**src/rtl/fetch_stage.sv**
```systemverilog
// fetch_stage -- IF stage and IF/ID pipeline register of the 5-stage MIPS core.
//
// Holds the PC, drives the asynchronous instruction ROM, hands PC_IF/INS_IF to
// jump_ctrl and loads jump_ctrl's NPC every cycle. A flush (clr) squashes the
// wrong-path instruction in IF, a stall holds PC and IF/ID, and fetch stops
// once the PC reaches MAX_INSADDR. Fetch/bubble performance counters are kept.
//
// Ports
//   clk, rst              rising-edge clock, synchronous active-high reset
//   NPC                   next PC from jump_ctrl (combinational from PC_IF/INS_IF)
//   clr                   flush: the instruction currently in IF is wrong-path
//   stall                 hold PC and IF/ID
//   imem_addr/imem_rdata  asynchronous instruction ROM port (addr == PC_IF)
//   PC_IF, INS_IF         current PC and its word (INS_IF = 0 when halted)
//   PC_ID, INS_ID         IF/ID register contents (INS_ID = 0 is a bubble)
//   valid_ID              INS_ID is a real instruction
//   halted                fetch has stopped
//   addr_err              sticky: a misaligned NPC was loaded into the PC
//   fetch_cnt, bubble_cnt valid fetches into ID / flush bubbles into ID
//   fsm_state             raw FSM state (0 = RUN, 1 = HALT) for observation
//
// Control semantics: there is no valid/ready handshake at this boundary. At
// every posedge the priority is rst > clr > stall > normal advance; stall is
// ignored while clr is high. clr/stall only affect registered state, so there
// is no combinational path from them to PC_IF.

module fetch_stage #(
  parameter logic [31:0] RESET_PC    = 32'h0000_3000,
  parameter logic [31:0] MAX_INSADDR = 32'hffff_fff8,
  parameter int          CNT_W       = 32
) (
  input  logic             clk,
  input  logic             rst,
  input  logic [31:0]      NPC,
  input  logic             clr,
  input  logic             stall,
  output logic [31:0]      imem_addr,
  input  logic [31:0]      imem_rdata,
  output logic [31:0]      PC_IF,
  output logic [31:0]      INS_IF,
  output logic [31:0]      PC_ID,
  output logic [31:0]      INS_ID,
  output logic             valid_ID,
  output logic             halted,
  output logic             addr_err,
  output logic [CNT_W-1:0] fetch_cnt,
  output logic [CNT_W-1:0] bubble_cnt,
  output logic             fsm_state
);

  typedef enum logic {
    RUN  = 1'b0,
    HALT = 1'b1
  } state_t;

  state_t           state, state_n;
  logic [31:0]      pc, pc_n;
  logic [31:0]      pc_id_n, ins_id_n;
  logic             valid_n, err_n;
  logic [CNT_W-1:0] fetch_n, bubble_n;
  logic             pc_load;
  logic [31:0]      npc_aligned;
  logic             npc_misaligned;

  // A misaligned target is forced onto a word boundary and flagged.
  assign npc_aligned    = {NPC[31:2], 2'b00};
  assign npc_misaligned = |NPC[1:0];

  always_ff @(posedge clk) begin
    if (rst) begin
      state      <= RUN;
      pc         <= RESET_PC;
      PC_ID      <= 32'h0;
      INS_ID     <= 32'h0;
      valid_ID   <= 1'b0;
      addr_err   <= 1'b0;
      fetch_cnt  <= '0;
      bubble_cnt <= '0;
    end else begin
      state      <= state_n;
      pc         <= pc_n;
      PC_ID      <= pc_id_n;
      INS_ID     <= ins_id_n;
      valid_ID   <= valid_n;
      addr_err   <= err_n;
      fetch_cnt  <= fetch_n;
      bubble_cnt <= bubble_n;
    end
  end

  always_comb begin
    state_n  = state;
    pc_n     = pc;
    pc_id_n  = PC_ID;
    ins_id_n = INS_ID;
    valid_n  = valid_ID;
    fetch_n  = fetch_cnt;
    bubble_n = bubble_cnt;
    err_n    = addr_err;
    pc_load  = 1'b0;

    case (state)
      RUN: begin
        if (clr) begin
          // Wrong-path word in IF becomes a counted bubble in ID.
          pc_n     = npc_aligned;
          pc_load  = 1'b1;
          pc_id_n  = pc;
          ins_id_n = 32'h0;
          valid_n  = 1'b0;
          bubble_n = bubble_cnt + 1'b1;
          if (NPC == MAX_INSADDR) state_n = HALT;
        end else if (!stall) begin
          pc_id_n  = pc;
          ins_id_n = imem_rdata;
          valid_n  = 1'b1;
          fetch_n  = fetch_cnt + 1'b1;
          // The last word is still latched; the PC then parks on it.
          if (pc == MAX_INSADDR) begin
            state_n = HALT;
          end else begin
            pc_n    = npc_aligned;
            pc_load = 1'b1;
          end
        end
      end
      HALT: begin
        // Bubbles fed into ID while halted are not flush bubbles: uncounted.
        if (clr) begin
          ins_id_n = 32'h0;
          valid_n  = 1'b0;
          // An older branch in ID resolving mispredicted restarts fetch.
          if (NPC < MAX_INSADDR) begin
            pc_n    = npc_aligned;
            pc_load = 1'b1;
            state_n = RUN;
          end
        end else if (!stall) begin
          ins_id_n = 32'h0;
          valid_n  = 1'b0;
        end
      end
      default: state_n = RUN;
    endcase

    if (pc_load && npc_misaligned) err_n = 1'b1;
  end

  assign imem_addr = pc;
  assign PC_IF     = pc;
  assign INS_IF    = (state == HALT) ? 32'h0 : imem_rdata;
  assign halted    = (state == HALT);
  assign fsm_state = state;

endmodule

```
**config.mk**
```make
export PLATFORM = sky130hd
export DESIGN_NAME = fetch_stage
export DESIGN_NICKNAME = d
export VERILOG_FILES = /design/src/rtl/fetch_stage.sv
export SDC_FILE = /design/constraint.sdc
export NUM_CORES = 1
export LEC_CHECK = 0
export BUFFER_PORTS_ARGS = -buffer_cell sky130_fd_sc_hd__buf_2
export CAP_MARGIN = 15
export CORE_MARGIN = 1.5
export CORE_UTILIZATION = 49
export CTS_BUF_LIST = sky130_fd_sc_hd__clkbuf_8
export DETAILED_ROUTE_END_ITERATION = 8
export PLACE_DENSITY = 0.89
export SYNTH_ARGS = -nofsm -noshare
export SYNTH_HDL_FRONTEND = slang
export SYNTH_SLANG_ARGS = --single-unit
```
**constraint.sdc**
```tcl
create_clock -name clk -period 2.01 [get_ports clk]
set_input_delay 0.201 -clock clk [delete_from_list [all_inputs] [get_ports clk]]
set_output_delay 0.201 -clock clk [all_outputs]
set_load 0.1 [all_outputs]
```
==> metrics.csv <==
metric;value;unit
final core occ;69.7;%
crit path DAT;2.40;ns
NumNets Final;1167;
register area share after synthesis;45.9;%
placer congestion estimate;0.864;
switching part of the total;38.1;%
Tot Pwr;7.99;mW
synth top area cells;dfxtp_1 (46%), nand2_1 (7.5%), nor2_1 (5.9%);
final hold slack;0.0246;ns
met1 GRT Util;31.9;%
Peak VDD IR;0.587;mV
initial antenna violation count;0;
simple-gate portion of the synthesized area;27.6;%
main combinational cell family by area after synthesis;simple AND/OR/NAND/NOR gates;
Compound-Gate Fraction of Synth Area;7.49;%
layout cell share with drive strength beyond 1;43.6;%
Remaining Overflow, GRT;0;
DRT antenna net count;0;
Ports;296;
vias;6927;
RR Startpoint;PC_IF[28];
leakage power;4.64;nW
async set-or-reset flop fraction in the synthesized netlist;0;%
final cell count without fillers;1290;
DIE HEIGHT;122;µm
worst skew pair latency;0.45;ns
Worst Setup Start Kind;input port;
post-DP HPWL;14000;µm
final instance area;9640;µm²
Synth cell types;46;
Post-Synth XOR/XNOR Area;5.94;%
TritonCTS Buffers;17;
drt drc;0;
Synthesis Warnings;0;
pre-CTS setup slack;0.0613;ns
power share of the sequential group;41.5;%
Period minus WS final;2.04;ns
Worst R2R Path Depth;6;
WL/cell;16.2;µm
Syn Area/Cell;8.55;µm²
final setup vio count;2;
hold path start;imem_rdata[20];
Pre-antenna DRT Iters;6;
Worst-Margin Slew;0.673;ns
Core ar.;13800;µm²
Area Growth Syn to Fin;39.2;%
first-pass GRT wire length;31900;µm
status;finished, violations left;
final WL;20900;µm
vias in the first global route;6513;
mux cell area share after synthesis;5.61;%
Crit. End Element;flop;
period utilization;101;%
met2 usage;46.8;%
cell with the most instances after synthesis;dfxtp_1;
Yosys reg bits;159;
H-tree lvl count;4;
Cells after Synth;811;
CP startpoint;NPC[10];
Final Max Slew Viols;0;
RR Endpoint;PC_IF[4];
sink of the worst hold path;INS_ID[20];
adder-cell share of the synthesized area;0.361;%
Final WS setup;-0.0300;ns
DR vias/cell;5.37;
Starting DRT DRC Count;497;
Post-synth EDFFs;0;
Relative slew margins;55.1;%
CTS clk-pin slew, worst paths;0.09;ns
PD cells;829;nW/µm²
NetSw;3.05;mW
Hold Crit Depth;3;
FF-to-FF setup slack;0.07;ns
worst path required time;2.37;ns
top cell type's share of synthesized area;45.9;%
Final Hold Fails;0;
grt met3 use;6.55;%
IO Port Bufs;289;
ys flop type;dfxtp_1;
Clock Skews;0.0153;ns
dpl cells;1224;
Setup Total Neg Slack;-0.0306;ns
antenna cells;0;
initial core utilization;50.1;%
Critical Path Fanout Max;29;
clock sink count;159;
busiest grt layer;met2;
largest net degree at the start of global routing;64;
Logic pwr share;26.5;%
Achievable Freq;490;MHz
min-delay worst type;in2reg;
commonest cells in the netlist;dfxtp_1 (159), nand2_1 (139), nor2_1 (109);
critical path class;in2reg;
clock power share;32.0;%
internal cell power;4.95;mW
failing checks;negative setup slack;
Root Buffer Master;clkbuf_8;
CTS Buffer Depth;2;
DP Area;8810;µm²
cell taking the most area after synthesis;dfxtp_1;
Die ar.;14900;µm²
max_cap viols;0;
mapped cell area;6930;µm²
Die Wd;122;µm
row count;43;
CTS tree;built;
Total Routing Usage GR;27.4;%
[worst max-delay path, cell delays in order]
cell           delay [ns]
dlygate4sd3_1        0.53
buf_2                0.12
nand4_1              0.15
nor4_2               0.40
buf_4                0.17
a21boi_0             0.12
o32a_2               0.27
buf_12               0.20
mux2i_1              0.21
[final cells by class]
| cell class | instances | area, µm² |
|---|---|---|
| Sequential cell | 159 | 3390 |
| Tap cell | 180 | 225 |
| Fill cell | 1005 | 4180 |
| Clock buffer | 17 | 234 |
| Clock inverter | 15 | 195 |
| Multi-Input combinational cell | 568 | 3540 |
| Inverter | 6 | 22.5 |
| Timing Repair Buffer | 345 | 2030 |
[how the worst max path moves through the flow]
stage,endpoint,cells after the start
floorplan,INS_IF[10],3
global placement,PC_IF[10],8
detailed placement,PC_IF[8],6
CTS,PC_IF[28],9
global route,PC_IF[4],9
finish,PC_IF[4],9
[cells in the final DEF (no fill, tap or decap), types with 4 or more instances in the layout]
cell           count
conb_1             6
mux2_2             4
dfxtp_4           43
nor2b_4           30
nor2b_1            8
and3_1             7
a21oi_1           36
clkbuf_8          17
inv_1              6
mux2i_1           31
dfxtp_2           40
a22oi_1           32
or4_1              5
o211ai_1           4
nor4_2             5
xor2_1            31
nand4_1           33
bufinv_16          4
nand3_1           25
dlygate4sd3_1     33
nor2_1           108
clkinv_4           4
nor3_1             4
buf_4             36
buf_2            272
and4_1             5
dfxtp_1           76
nand2_1          139
xnor2_1           16
[power by group through the flow]
stage | Sequential (mW) | Combinational, mW | Clock, mW
floorplan | 4.12 | 1.01 | 0
global placement | 3.38 | 2.03 | 0
detailed placement | 3.38 | 2.04 | 0
CTS | 3.31 | 2.11 | 2.59
global route | 3.33 | 2.18 | 2.72
finish | 3.32 | 2.12 | 2.55
[flip-flops by register name, indices dropped and copies added (netlist names)]
signal      cells
valid_ID        1
PC_IF          30
INS_ID         32
bubble_cnt     32
addr_err        1
fsm_state       1
PC_ID          30
fetch_cnt      32
[repair_timing]
| item | 4_1_cts | 5_1_grt |
|---|---|---|
| hold buffers | 33 | 0 |
| endpoints found under the hold margin | 33 | 0 |
| resized for setup | 19 | 3 |
| pin swaps | 0 | 2 |
| endpoints found under the setup margin | 16 | 33 |
| buffers inserted | 0 | 1 |
[kinds of logic after synthesis]
| kind of cell | after synthesis |
|---|---|
| muxes | 38 |
| xor gates and xnor gates | 47 |
| DFF | 159 |
| and+or+nand+nor | 394 |
| AOI/OAI and AO/OA | 81 |
| other | 1 |
| adders and majority gates | 2 |
| buffers and inverters | 89 |
[layer usage]
layer  part of all wire [%]  wire length, µm
met5                      0                0
met4                    3.7              782
met3                    7.7             1600
met2                     50            10500
met1                     39             8080
(Power assumes the default switching activity.)
